==> src/rtl/sdram_port_arbiter.sv <==
`default_nettype none
// ============================================================================
//  Module      : sdram_port_arbiter
//  Description : Four-client round-robin arbiter in front of an SDRAM
//                controller. One burst is in flight at a time; the request
//                stage gives up after TIMEOUT cycles without an acknowledge.
//  Revision    : 1.0 - initial release
// ============================================================================
module sdram_port_arbiter #(
    parameter int DATA_W  = 16,
    parameter int TIMEOUT = 1024
) (
    input  logic                clk,
    input  logic                rst_n,
    input  logic                init_done,
    input  logic [3:0]          cli_req,
    input  logic [3:0]          cli_we,
    input  logic [95:0]         cli_addr,
    input  logic [39:0]         cli_len,
    input  logic [4*DATA_W-1:0] cli_din,
    output logic [3:0]          cli_ack,
    output logic [DATA_W-1:0]   cli_dout,
    output logic [3:0]          cli_err,
    output logic                sdram_wr_req,
    output logic                sdram_rd_req,
    input  logic                sdram_wr_ack,
    input  logic                sdram_rd_ack,
    output logic [23:0]         sdram_wr_addr,
    output logic [23:0]         sdram_rd_addr,
    output logic [9:0]          sdram_wr_burst,
    output logic [9:0]          sdram_rd_burst,
    output logic [DATA_W-1:0]   sdram_din,
    input  logic [DATA_W-1:0]   sdram_dout,
    output logic [1:0]          gnt_id,
    output logic                busy
);

    typedef enum logic [1:0] {
        S_IDLE = 2'd0,
        S_REQ  = 2'd1,
        S_XFER = 2'd2,
        S_DONE = 2'd3
    } state_t;

    // Timer value on which the request stage is abandoned.
    localparam logic [15:0] C_TIMER_LAST = 16'(TIMEOUT - 1);

    state_t      state_q, state_d;
    logic [1:0]  id_q, id_d;
    logic [1:0]  last_gnt_q, last_gnt_d;
    logic        we_q, we_d;
    logic [23:0] addr_q, addr_d;
    logic [9:0]  len_q, len_d;
    logic [15:0] timer_q, timer_d;
    logic [3:0]  err_q, err_d;

    logic        w_win_valid;
    logic [1:0]  w_win_id;
    logic        w_match_ack;

    // The acknowledge that belongs to the latched direction; the other one is ignored.
    assign w_match_ack = we_q ? sdram_wr_ack : sdram_rd_ack;

    // Round-robin winner: first requester after last_gnt, wrapping modulo 4.
    always_comb begin
        w_win_valid = 1'b0;
        w_win_id    = 2'd0;
        // Scan farthest-first so the nearest requester after last_gnt is kept.
        for (int k = 4; k >= 1; k--) begin
            if (cli_req[last_gnt_q + 2'(k)]) begin
                w_win_valid = 1'b1;
                w_win_id    = last_gnt_q + 2'(k);
            end
        end
    end

    // Next-state logic: grant latch, request timer, completion bookkeeping.
    always_comb begin
        state_d    = state_q;
        id_d       = id_q;
        last_gnt_d = last_gnt_q;
        we_d       = we_q;
        addr_d     = addr_q;
        len_d      = len_q;
        timer_d    = timer_q;
        err_d      = 4'd0;
        case (state_q)
            S_IDLE: begin
                timer_d = 16'd0;
                if (init_done && w_win_valid) begin
                    id_d    = w_win_id;
                    we_d    = cli_we[w_win_id];
                    addr_d  = cli_addr[int'(w_win_id)*24 +: 24];
                    len_d   = cli_len[int'(w_win_id)*10 +: 10];
                    state_d = S_REQ;
                end
            end
            S_REQ: begin
                if (w_match_ack) begin
                    state_d = S_XFER;
                end else if (timer_q == C_TIMER_LAST) begin
                    err_d[id_q] = 1'b1;
                    state_d     = S_DONE;
                end else begin
                    timer_d = timer_q + 16'd1;
                end
            end
            S_XFER: begin
                if (!w_match_ack) begin
                    state_d = S_DONE;
                end
            end
            S_DONE: begin
                last_gnt_d = id_q;
                state_d    = S_IDLE;
            end
            default: state_d = S_IDLE;
        endcase
    end

    // State register; reset leaves port 0 as the first round-robin winner.
    always_ff @(posedge clk) begin
        if (!rst_n) begin
            state_q    <= S_IDLE;
            id_q       <= 2'd0;
            last_gnt_q <= 2'd3;
            we_q       <= 1'b0;
            addr_q     <= 24'd0;
            len_q      <= 10'd0;
            timer_q    <= 16'd0;
            err_q      <= 4'd0;
        end else begin
            state_q    <= state_d;
            id_q       <= id_d;
            last_gnt_q <= last_gnt_d;
            we_q       <= we_d;
            addr_q     <= addr_d;
            len_q      <= len_d;
            timer_q    <= timer_d;
            err_q      <= err_d;
        end
    end

    // Output decode from the current state and latched grant.
    always_comb begin
        sdram_wr_req   = 1'b0;
        sdram_rd_req   = 1'b0;
        sdram_wr_addr  = 24'd0;
        sdram_rd_addr  = 24'd0;
        sdram_wr_burst = 10'd0;
        sdram_rd_burst = 10'd0;
        sdram_din      = '0;
        cli_ack        = 4'd0;
        if (state_q == S_REQ) begin
            if (we_q) begin
                sdram_wr_req   = 1'b1;
                sdram_wr_addr  = addr_q;
                sdram_wr_burst = len_q;
            end else begin
                sdram_rd_req   = 1'b1;
                sdram_rd_addr  = addr_q;
                sdram_rd_burst = len_q;
            end
        end
        if (state_q == S_XFER) begin
            cli_ack[id_q] = w_match_ack;
            sdram_din     = cli_din[int'(id_q)*DATA_W +: DATA_W];
        end
    end

    assign cli_dout = sdram_dout;
    assign cli_err  = err_q;
    assign gnt_id   = id_q;
    assign busy     = (state_q != S_IDLE);

endmodule
`default_nettype wire

==> config.mk <==
export PLATFORM = sky130hd
export DESIGN_NAME = sdram_port_arbiter
export DESIGN_NICKNAME = d
export VERILOG_FILES = /design/src/rtl/sdram_port_arbiter.sv
export SDC_FILE = /design/constraint.sdc
export NUM_CORES = 1
export LEC_CHECK = 0
export CORE_AREA = 4 4 129 131
export CTS_BUF_LIST = sky130_fd_sc_hd__clkbuf_4
export CTS_CLUSTER_DIAMETER = 60
export CTS_CLUSTER_SIZE = 30
export DETAILED_ROUTE_END_ITERATION = 16
export DIE_AREA = 0 0 133 135
export PLACE_DENSITY = 0.8
export SYNTH_ARGS = -nofsm -noshare
export SYNTH_HDL_FRONTEND = slang
export SYNTH_SLANG_ARGS = --single-unit
==> constraint.sdc <==
create_clock -name clk -period 2.08 [get_ports clk]
set_clock_uncertainty 0.2 [all_clocks]
set_input_delay 0.416 -clock clk [delete_from_list [all_inputs] [get_ports clk]]
set_output_delay 0.416 -clock clk [all_outputs]
set_load 0.005 [all_outputs]
# [Word-level counts from Yosys, hierarchy flattened]
# Index checks and enable logic that the tools add are counted.
[classes] n_bitwise=4 eq_ne=9 addsub=4 n_lt_le_gt_ge=7 shift=3 n_mux=43 mul=2 n_div=0 reduce_logical=9
[ops] cell="$mux 24" n=4
[ops] cell="$shiftx 96x8->24" n=1
[ops] cell="$shiftx 64x7->16" n=1
[ops] cell="$mux 16" n=3
[ops] cell="$mux 10" n=4
[ops] cell="$shiftx 40x7->10" n=1
[ops] cell="$pmux 16 s2" n=1
[ops] cell="$lt 2x3->1 const B" n=6
[ops] cell="$add 16x1->16 const B" n=1
[ops] cell="$eq 16x10->1 const B" n=1
[ops] cell="$mux 2" n=8
[ops] cell="$mux 1" n=15
[ops] cell="$bmux 1 s2" n=5
[ops] cell="$ne 2x2->1 const B" n=4
[ops] cell="$pmux 2 s4" n=1
[ops] cell="$reduce_and 3->1" n=2
[ops] cell="$mul 2x3->5 const B" n=1
[ops] cell="$add 2x2->2 const B" n=2
[ops] cell="$and 4x4->4" n=1
[ops] cell="$eq 2x2->1 const B" n=2
[ops] cell="$mul 2x2->4 const B" n=1
[ops] cell="$mux 4" n=1
[ops] cell="$reduce_bool 2->1" n=2
[ops] cell="$reduce_or 4->1" n=1
[ops] cell="9 further kinds" n=12
[word_totals] mem_bits_ro=0 latchBits=0 word_cells=89 mem_bits_rw=0 mem_count=0 output_inout_bits=113 input_bits=229 register_bits=61

# [Longest topological paths before layout]
# Gate-level depths: netlist (run 1).
[depth] depth_word=9 mapped_depth=9 mapped_depth_nobuf=7

# [Least setup slack after synthesis (run 1)]
# Ideal clock, no wire load.
[synth_path] path_kind="register -> output" start="register id_q[0], in the netlist gnt_id[0]" end="output port sdram_din[10]" stages_incl_launch_ff=5 t_arrival_ns=1.529 required_ns=1.464 n_path_buf=2 slack_ns=-0.065 path_cell_list="dfxtp_1 buf_2 buf_2 mux4_2 and2_1"
[synth_between] elab_chain_len=2
[synth_lines] element="start: declaration" line_no="49" source="logic [1:0] id_q, id_d;"
[synth_lines] element="start signal: assignment" line_no="134" source="id_q <= id_d;"
[synth_lines] element="$shiftx 64x7->16" line_no="167" source="sdram_din = cli_din[int'(id_q)*DATA_W +: DATA_W];"
[synth_lines] element="$mux 16" line_no="165" source="if (state_q == S_XFER) begin"
[synth_lines] element="end: declaration" line_no="32" source="output logic [DATA_W-1:0] sdram_din,"
# No other way between the ends.

# [Final worst setup path (run 1)]
[layout_path] start="register id_q[0], in the netlist gnt_id[0]" end="output port sdram_din[2]"
# The elaborated chain is that of the path after synthesis.

==> results of run 1 <==
[how the worst max path moves through the flow]
stage | from | to | slack [ns]
after CTS | gnt_id[0]$_SDFFE_PN0P_ | sdram_din[2] | -0.49
after global placement | cli_din[37] | sdram_din[5] | -0.53
final | gnt_id[0]$_SDFFE_PN0P_ | sdram_din[2] | -0.49
after detailed placement | cli_req[0] | len_q[0]$_SDFFE_PN0P_ | -0.54
after global routing | gnt_id[0]$_SDFFE_PN0P_ | sdram_din[2] | -0.57
after floorplan | last_gnt_q[1]$_SDFFE_PN1N_ | addr_q[6]$_SDFFE_PN0P_ | 0.01
[Yosys cell counts (6+ instances only)]
cell / number / area (um^2)
dfxtp_1: 61 / 1220
and2_1: 54 / 338
and3_1: 45 / 282
nand3_1: 40 / 200
clkbuf_1: 38 / 143
o21ai_0: 28 / 140
a21oi_1: 26 / 130
mux2i_1: 24 / 240
a221o_1: 20 / 200
nor2_1: 20 / 75.1
buf_4: 16 / 120
mux4_2: 16 / 360
nand2_1: 16 / 60.1
nor3_1: 14 / 70.1
mux2_1: 12 / 135
a211oi_1: 11 / 82.6
xnor2_1: 11 / 96.3
o221ai_1: 10 / 87.6
mux2_2: 8 / 90.1
nand4_1: 7 / 43.8
inv_1: 6 / 22.5
[timing repair]
action	in CTS	in global routing
hold buffers	0	0
endpoints found under the hold margin	0	0
resized for setup	437	210
endpoints found under the setup margin	101	145
pin swaps	33	28
gates cloned	8	6
buffers inserted	37	16
[sequential cells by signal (all words and copies together) (netlist names)]
signal      cells
cli_err         4
state_q         2
gnt_id          2
we_q            1
addr_q         24
timer_q        16
last_gnt_q      2
len_q          10
[kinds of logic after synthesis]
family                     count (synthesis)  share of synthesized area, %
buffers and inverters                     69                          7.80
AOI/OAI and AO/OA                        114                          17.1
xor gates and xnor gates                  11                          2.08
adders and majority gates                  5                          1.35
and+or+nand+nor                          223                          27.5
muxes                                     60                          17.8
DFF                                       61                          26.3
[stage by stage]
step                setup WS, ns  instances  area [um^2]  hold slack [ns]
finish                    -0.488       1144         9890            0.330
global route              -0.570       1144         9890            0.355
CTS                       -0.492       1131         9140            0.323
detailed placement        -0.542       1071         8300            0.286
global placement          -0.535       1071         8300            0.282
floorplan                 0.0106        543         4640            0.259
[critical path, stage by stage, from the launching register on]
cell     delay, ns
dfxtp_4       0.40
buf_12        0.12
buf_12        0.11
buf_16        0.12
mux4_2        0.51
and2_4        0.16
buf_6         0.10
[layer usage]
layer	vias up	part of all wire, %	track usage [%]
li1	2777	-	-
met1	2890	37	26.7
met2	329	51	42.4
met3	54	8.1	5.22
met4	0	3.2	8.31
met5	-	0	0
[report_power, final]
group / internal (mW) / leakage, nW / switching [mW] / total, mW
sequential: 1.40 / 0.502 / 0.251 / 1.65
clock: 0.368 / 0.0774 / 0.486 / 0.855
combinational: 3.12 / 3.47 / 2.20 / 5.32
[final cells by class]
type | instances | area (um^2)
clock buffer | 10 | 75.1
inverter | 6 | 25.0
multi-input combinational | 413 | 3700
timing repair buffer | 431 | 4520
clock inverter | 6 | 53.8
sequential | 61 | 1240
antenna | 1 | 2.50
tap | 216 | 270
fill | 1190 | 5700
==> impl_metrics.py, run 1 <==
metrics = {
    "critical_path": {
        "cp.arrival_ns": 1.95,
        "cp-end-kind": "output pin",
        "r2r_cells": 6,
        "r2r_setup_slack_ns": -0.04,
        "setup.worst_path.start_class": "flip-flop",
        "required_ns": 1.46,
        "critPathMaxFanout": 5,
        "path_class": "reg -> out",
        "r2r_start": "last_gnt_q[1]$_SDFFE_PN1N_",
        "r2r_end": "addr_q[0]$_SDFFE_PN0P_",
    },
    "timing": {
        "drv_slew": 0,
        "tightest_slew_ns": 0.383,
        "rsz0062_at_grt": "true",
        "hold_viol_final": 0,
        "timing.fmax_mhz": 389,
        "setup_ws_ns": -0.488,
        "setup_viol": 108,
        "period_needed_ns": 2.57,
        "slew-limit-headroom_pct": 74.4,
        "fin_setup_tns_ns": -20.98,
        "period_share_pct": 123,
    },
    "synthesis": {
        "syn_area_um2": 4640,
        "ys_ff_latch": 61,
        "synthFlopType": "dfxtp_1",
        "syn_nets": 777,
        "synth_area_per_cell_um2": 8.54,
        "synth_cell_type_count": 51,
        "synth_warnings": 0,
        "ys_seq_area_share_pct": 26.3,
        "async_flop_share_pct": 0,
        "synth_cells": 543,
        "synth_edf_count": 0,
    },
    "global_route": {
        "grt_antenna_before_repair": 1,
        "grt_overflow": 0,
        "grt_max_degree": 31,
        "first_global_vias": 6055,
        "grt_util_all_layers_pct": 23.3,
        "grt_pass1_wl_mm": 32.9,
    },
    "layout": {
        "syn_to_final_growth_pct": 113,
        "drive_above_1_share_pct": 44.0,
        "nets": 1156,
        "mostFrequentLayoutCells": "clkdlybuf4s50_1 (213), buf_6 (96), buf_4 (63), dfxtp_1 (53), and2_4 (49)",
        "final_common_cell": "clkdlybuf4s50_1",
        "utilization_pct": 63.4,
    },
    "pwr": {
        "finalPower_mw": 7.83,
        "vdd_drop_max_mv": 0.406,
        "p_leak_nw": 4.05,
        "p_per_area_nw_per_um2": 791,
    },
    "floorplanning": {
        "fp.dieH_um": 135,
        "die_w_um": 133,
        "start_util_pct": 29.7,
        "boundaryPins": 342,
        "die_area_um2": 18000,
        "num_rows": 46,
        "core_region_area_um2": 15600,
    },
    "min_path": {
        "hold_end": "timer_q[15]$_SDFFE_PN0P_",
        "hp-start": "timer_q[14]$_SDFFE_PN0P_",
        "hp-class": "reg -> reg",
        "min_path_cells": 2,
    },
    "clock_tree": {
        "clk_latency_ns": 0.42,
        "clkTransAtPathRegs_ns": 0.12,
        "cts_made_buffers": 9,
        "cts_tree": "yes",
        "h-tree-depth": 3,
        "cts-root-buf": "clkbuf_4",
        "clock-sinks": 61,
        "clock_path_buffers": 2,
    },
    "outcome": {
        "status": "finished with violations",
        "violations": "setup timing",
    },
    "drt": {
        "vias": 6050,
        "wire_per_inst_um": 21.1,
        "ant_nets": 0,
        "via_per_inst": 5.29,
        "drc_errors": 0,
        "drt_iter0_drc": 297,
        "drt_wl_total_mm": 24.1,
        "dr.pass1.iters": 5,
    },
    "placed_design": {
        "port_buffers": 309,
        "gp_congestion": 0.872,
        "hpwl_mm": 15.6,
    },
    "job": {
        "max-cap-violations": 0,
    },
}
(Power assumes the default switching activity.)
==> run 2, diff against run 1 <==
--- a/config.mk
+++ b/config.mk
@@ -5,6 +5,7 @@
 export SDC_FILE = /design/constraint.sdc
 export NUM_CORES = 1
 export LEC_CHECK = 0
+export CAP_MARGIN = 20
 export CORE_AREA = 4 4 129 131
 export CTS_BUF_LIST = sky130_fd_sc_hd__clkbuf_4
 export CTS_CLUSTER_DIAMETER = 60
==> results of run 2 <==
The final DEF is identical to that of run 1; final timing and power are the same.
==> run 3, diff against run 2 <==
--- a/config.mk
+++ b/config.mk
@@ -13,6 +13,7 @@
 export DETAILED_ROUTE_END_ITERATION = 16
 export DIE_AREA = 0 0 133 135
 export PLACE_DENSITY = 0.8
+export SETUP_SLACK_MARGIN = 0.15
 export SYNTH_ARGS = -nofsm -noshare
 export SYNTH_HDL_FRONTEND = slang
 export SYNTH_SLANG_ARGS = --single-unit
==> impl_metrics.py, run 3 (synthesis gave the netlist of run 1 again) <==
metrics = {
    "timing": {
        "rsz0062_at_grt": "true",
        "fin_setup_tns_ns": -48.35,
        "hold_viol_final": 0,
        "setup_ws_ns": -0.549,
        "timing.fmax_mhz": 380,
        "tightest_slew_ns": 0.692,
        "period_needed_ns": 2.63,
        "drv_slew": 0,
        "slew-limit-headroom_pct": 53.5,
        "period_share_pct": 126,
        "setup_viol": 146,
    },
    "critical_path": {
        "required_ns": 1.46,
        "path_class": "reg -> out",
        "path_cells": "inv_4 -> ha_4 -> nor2b_4 -> buf_6 -> buf_12 -> buf_16 -> buf_8 -> and2_4 -> buf_6",
        "critPathMaxFanout": 5,
        "cp-end-kind": "output pin",
        "slowest_delay_ns": 0.39,
        "setup.worst_path.start_class": "flip-flop",
        "cp_common_cell": "buf_6",
        "cp.arrival_ns": 2.01,
        "crit_path_top_delay_cell": "dfxtp_2",
    },
    "job": {
        "max-cap-violations": 0,
    },
    "layout": {
        "nets": 1186,
        "largest-register": "addr_q",
        "final_common_cell": "clkdlybuf4s50_1",
        "drive_above_1_share_pct": 50.8,
        "top_regs": "addr_q: 24 flops, timer_q: 16 flops, len_q: 10 flops",
        "mostFrequentLayoutCells": "clkdlybuf4s50_1 (209), buf_6 (122), buf_4 (60), dfxtp_1 (51), and2_4 (47)",
        "syn_to_final_growth_pct": 134,
        "largest_register_ffs": 24,
    },
    "floorplanning": {
        "core_region_area_um2": 15600,
        "start_util_pct": 29.7,
        "boundaryPins": 342,
        "die_w_um": 133,
        "fp.dieH_um": 135,
        "die_area_um2": 18000,
        "num_rows": 46,
    },
    "min_path": {
        "hp-class": "reg -> reg",
    },
    "drt": {
        "vias": 6403,
        "drt_wl_total_mm": 27.4,
        "wl_met1_mm": 9.03,
        "wire_per_inst_um": 23.3,
        "dr_wl_met3_mm": 2.24,
        "ant_nets": 0,
        "wl_met2_mm": 14.4,
        "drc_errors": 0,
        "drt_iter0_drc": 265,
        "via_per_inst": 5.45,
        "dr.pass1.iters": 5,
        "highest_layer": "met4",
    },
    "placed_design": {
        "gp_congestion": 0.894,
        "post-place-ws_ns": -0.665,
        "hpwl_mm": 16.4,
        "port_buffers": 309,
    },
    "outcome": {
        "violations": "setup timing",
        "status": "finished with violations",
    },
    "global_route": {
        "grt_antenna_before_repair": 2,
        "grt_pass1_wl_mm": 34.9,
        "grt_util_all_layers_pct": 25.2,
        "grt_overflow": 0,
        "grt_max_degree": 30,
        "first_global_vias": 6175,
    },
    "clock_tree": {
        "cts-root-buf": "clkbuf_4",
        "clock-sinks": 61,
        "clkTransAtPathRegs_ns": 0.13,
        "cts_made_buffers": 9,
        "h-tree-depth": 3,
        "cts_tree": "yes",
        "clk_latency_ns": 0.48,
        "clock_path_buffers": 2,
    },
    "pwr": {
        "p_per_area_nw_per_um2": 834,
        "vdd_drop_max_mv": 0.514,
        "p_leak_nw": 4.38,
    },
}
-- run 3: cell count changes in the layout (fill, tap and decap cells not counted), moves of 11 or more --
cell,previous run,this run
mux2_4,20,7
a21oi_2,1,12
buf_6,96,122
nor2_1,18,7
a21oi_1,25,13
clkbuf_2,16,2
-- run 3: repair_timing --
item | 4_1_cts | 5_1_grt
buffers inserted | 40 | 29
endpoints found under the setup margin | 148 | 155
hold endpoints to repair | 0 | 0
hold buffers | 0 | 0
gates resized for setup | 488 | 274
cloned | 15 | 3
pin swaps | 38 | 59
-- run 3: final timing paths --
check                                from                 endpoint  slack, ns  cells past startpoint
setup / recovery  state_q[1]$_SDFFE_PN0P_        sdram_rd_addr[16]      -0.55                      9
hold / removal    addr_q[23]$_SDFFE_PN0P_  addr_q[23]$_SDFFE_PN0P_       0.34                      2
setup reg to reg  state_q[1]$_SDFFE_PN0P_    len_q[1]$_SDFFE_PN0P_      -0.36                     15
hold reg to reg   addr_q[23]$_SDFFE_PN0P_  addr_q[23]$_SDFFE_PN0P_       0.34                      2
-- run 3: worst max-delay path: cells and delay by family (launching register included) --
kind / cells / cell delay (ns)
flip-flops: 1 / 0.39
AND/OR/NAND/NOR: 2 / 0.31
adder cells (fa/ha/maj): 1 / 0.18
buffers and inverters: 6 / 0.66
-- run 3: cell type report --
cell class / instances / area, um^2
Sequential cell: 61 / 1240
Clock inverter: 6 / 62.6
Clock buffer: 10 / 75.1
Multi-Input combinational cell: 413 / 4050
Tap cell: 216 / 270
Antenna cell: 2 / 5.00
Fill cell: 1067 / 4760
Timing Repair Buffer: 461 / 5110
Inverter: 6 / 27.5
-- run 3: power breakdown --
part,total (mW),internal (mW),switching (mW)
logic,6.45,3.76,2.70
clock network,0.934,0.377,0.558
registers,1.64,1.40,0.246
-- run 3: metal layers --
metal | vias to the layer above | global-route usage, %
li1 | 2843 | -
met3 | 107 | 6.59
met5 | - | 0
met1 | 3066 | 25.9
met4 | 0 | 13.2
met2 | 387 | 46.9
-- run 3: stage by stage --
step	hold slack, ns	power, mW	instances	area [um^2]	util, %
5_1_grt	0.375	9.35	1175	10800	69.5
2_1_floorplan	0.259	3.08	543	4720	-
3_5_place_dp	0.286	4.81	1070	8350	53.6
4_1_cts	0.312	7.33	1141	9510	61.0
6_report	0.336	9.03	1175	10800	69.5
3_3_place_gp	0.276	4.75	1070	8350	53.6
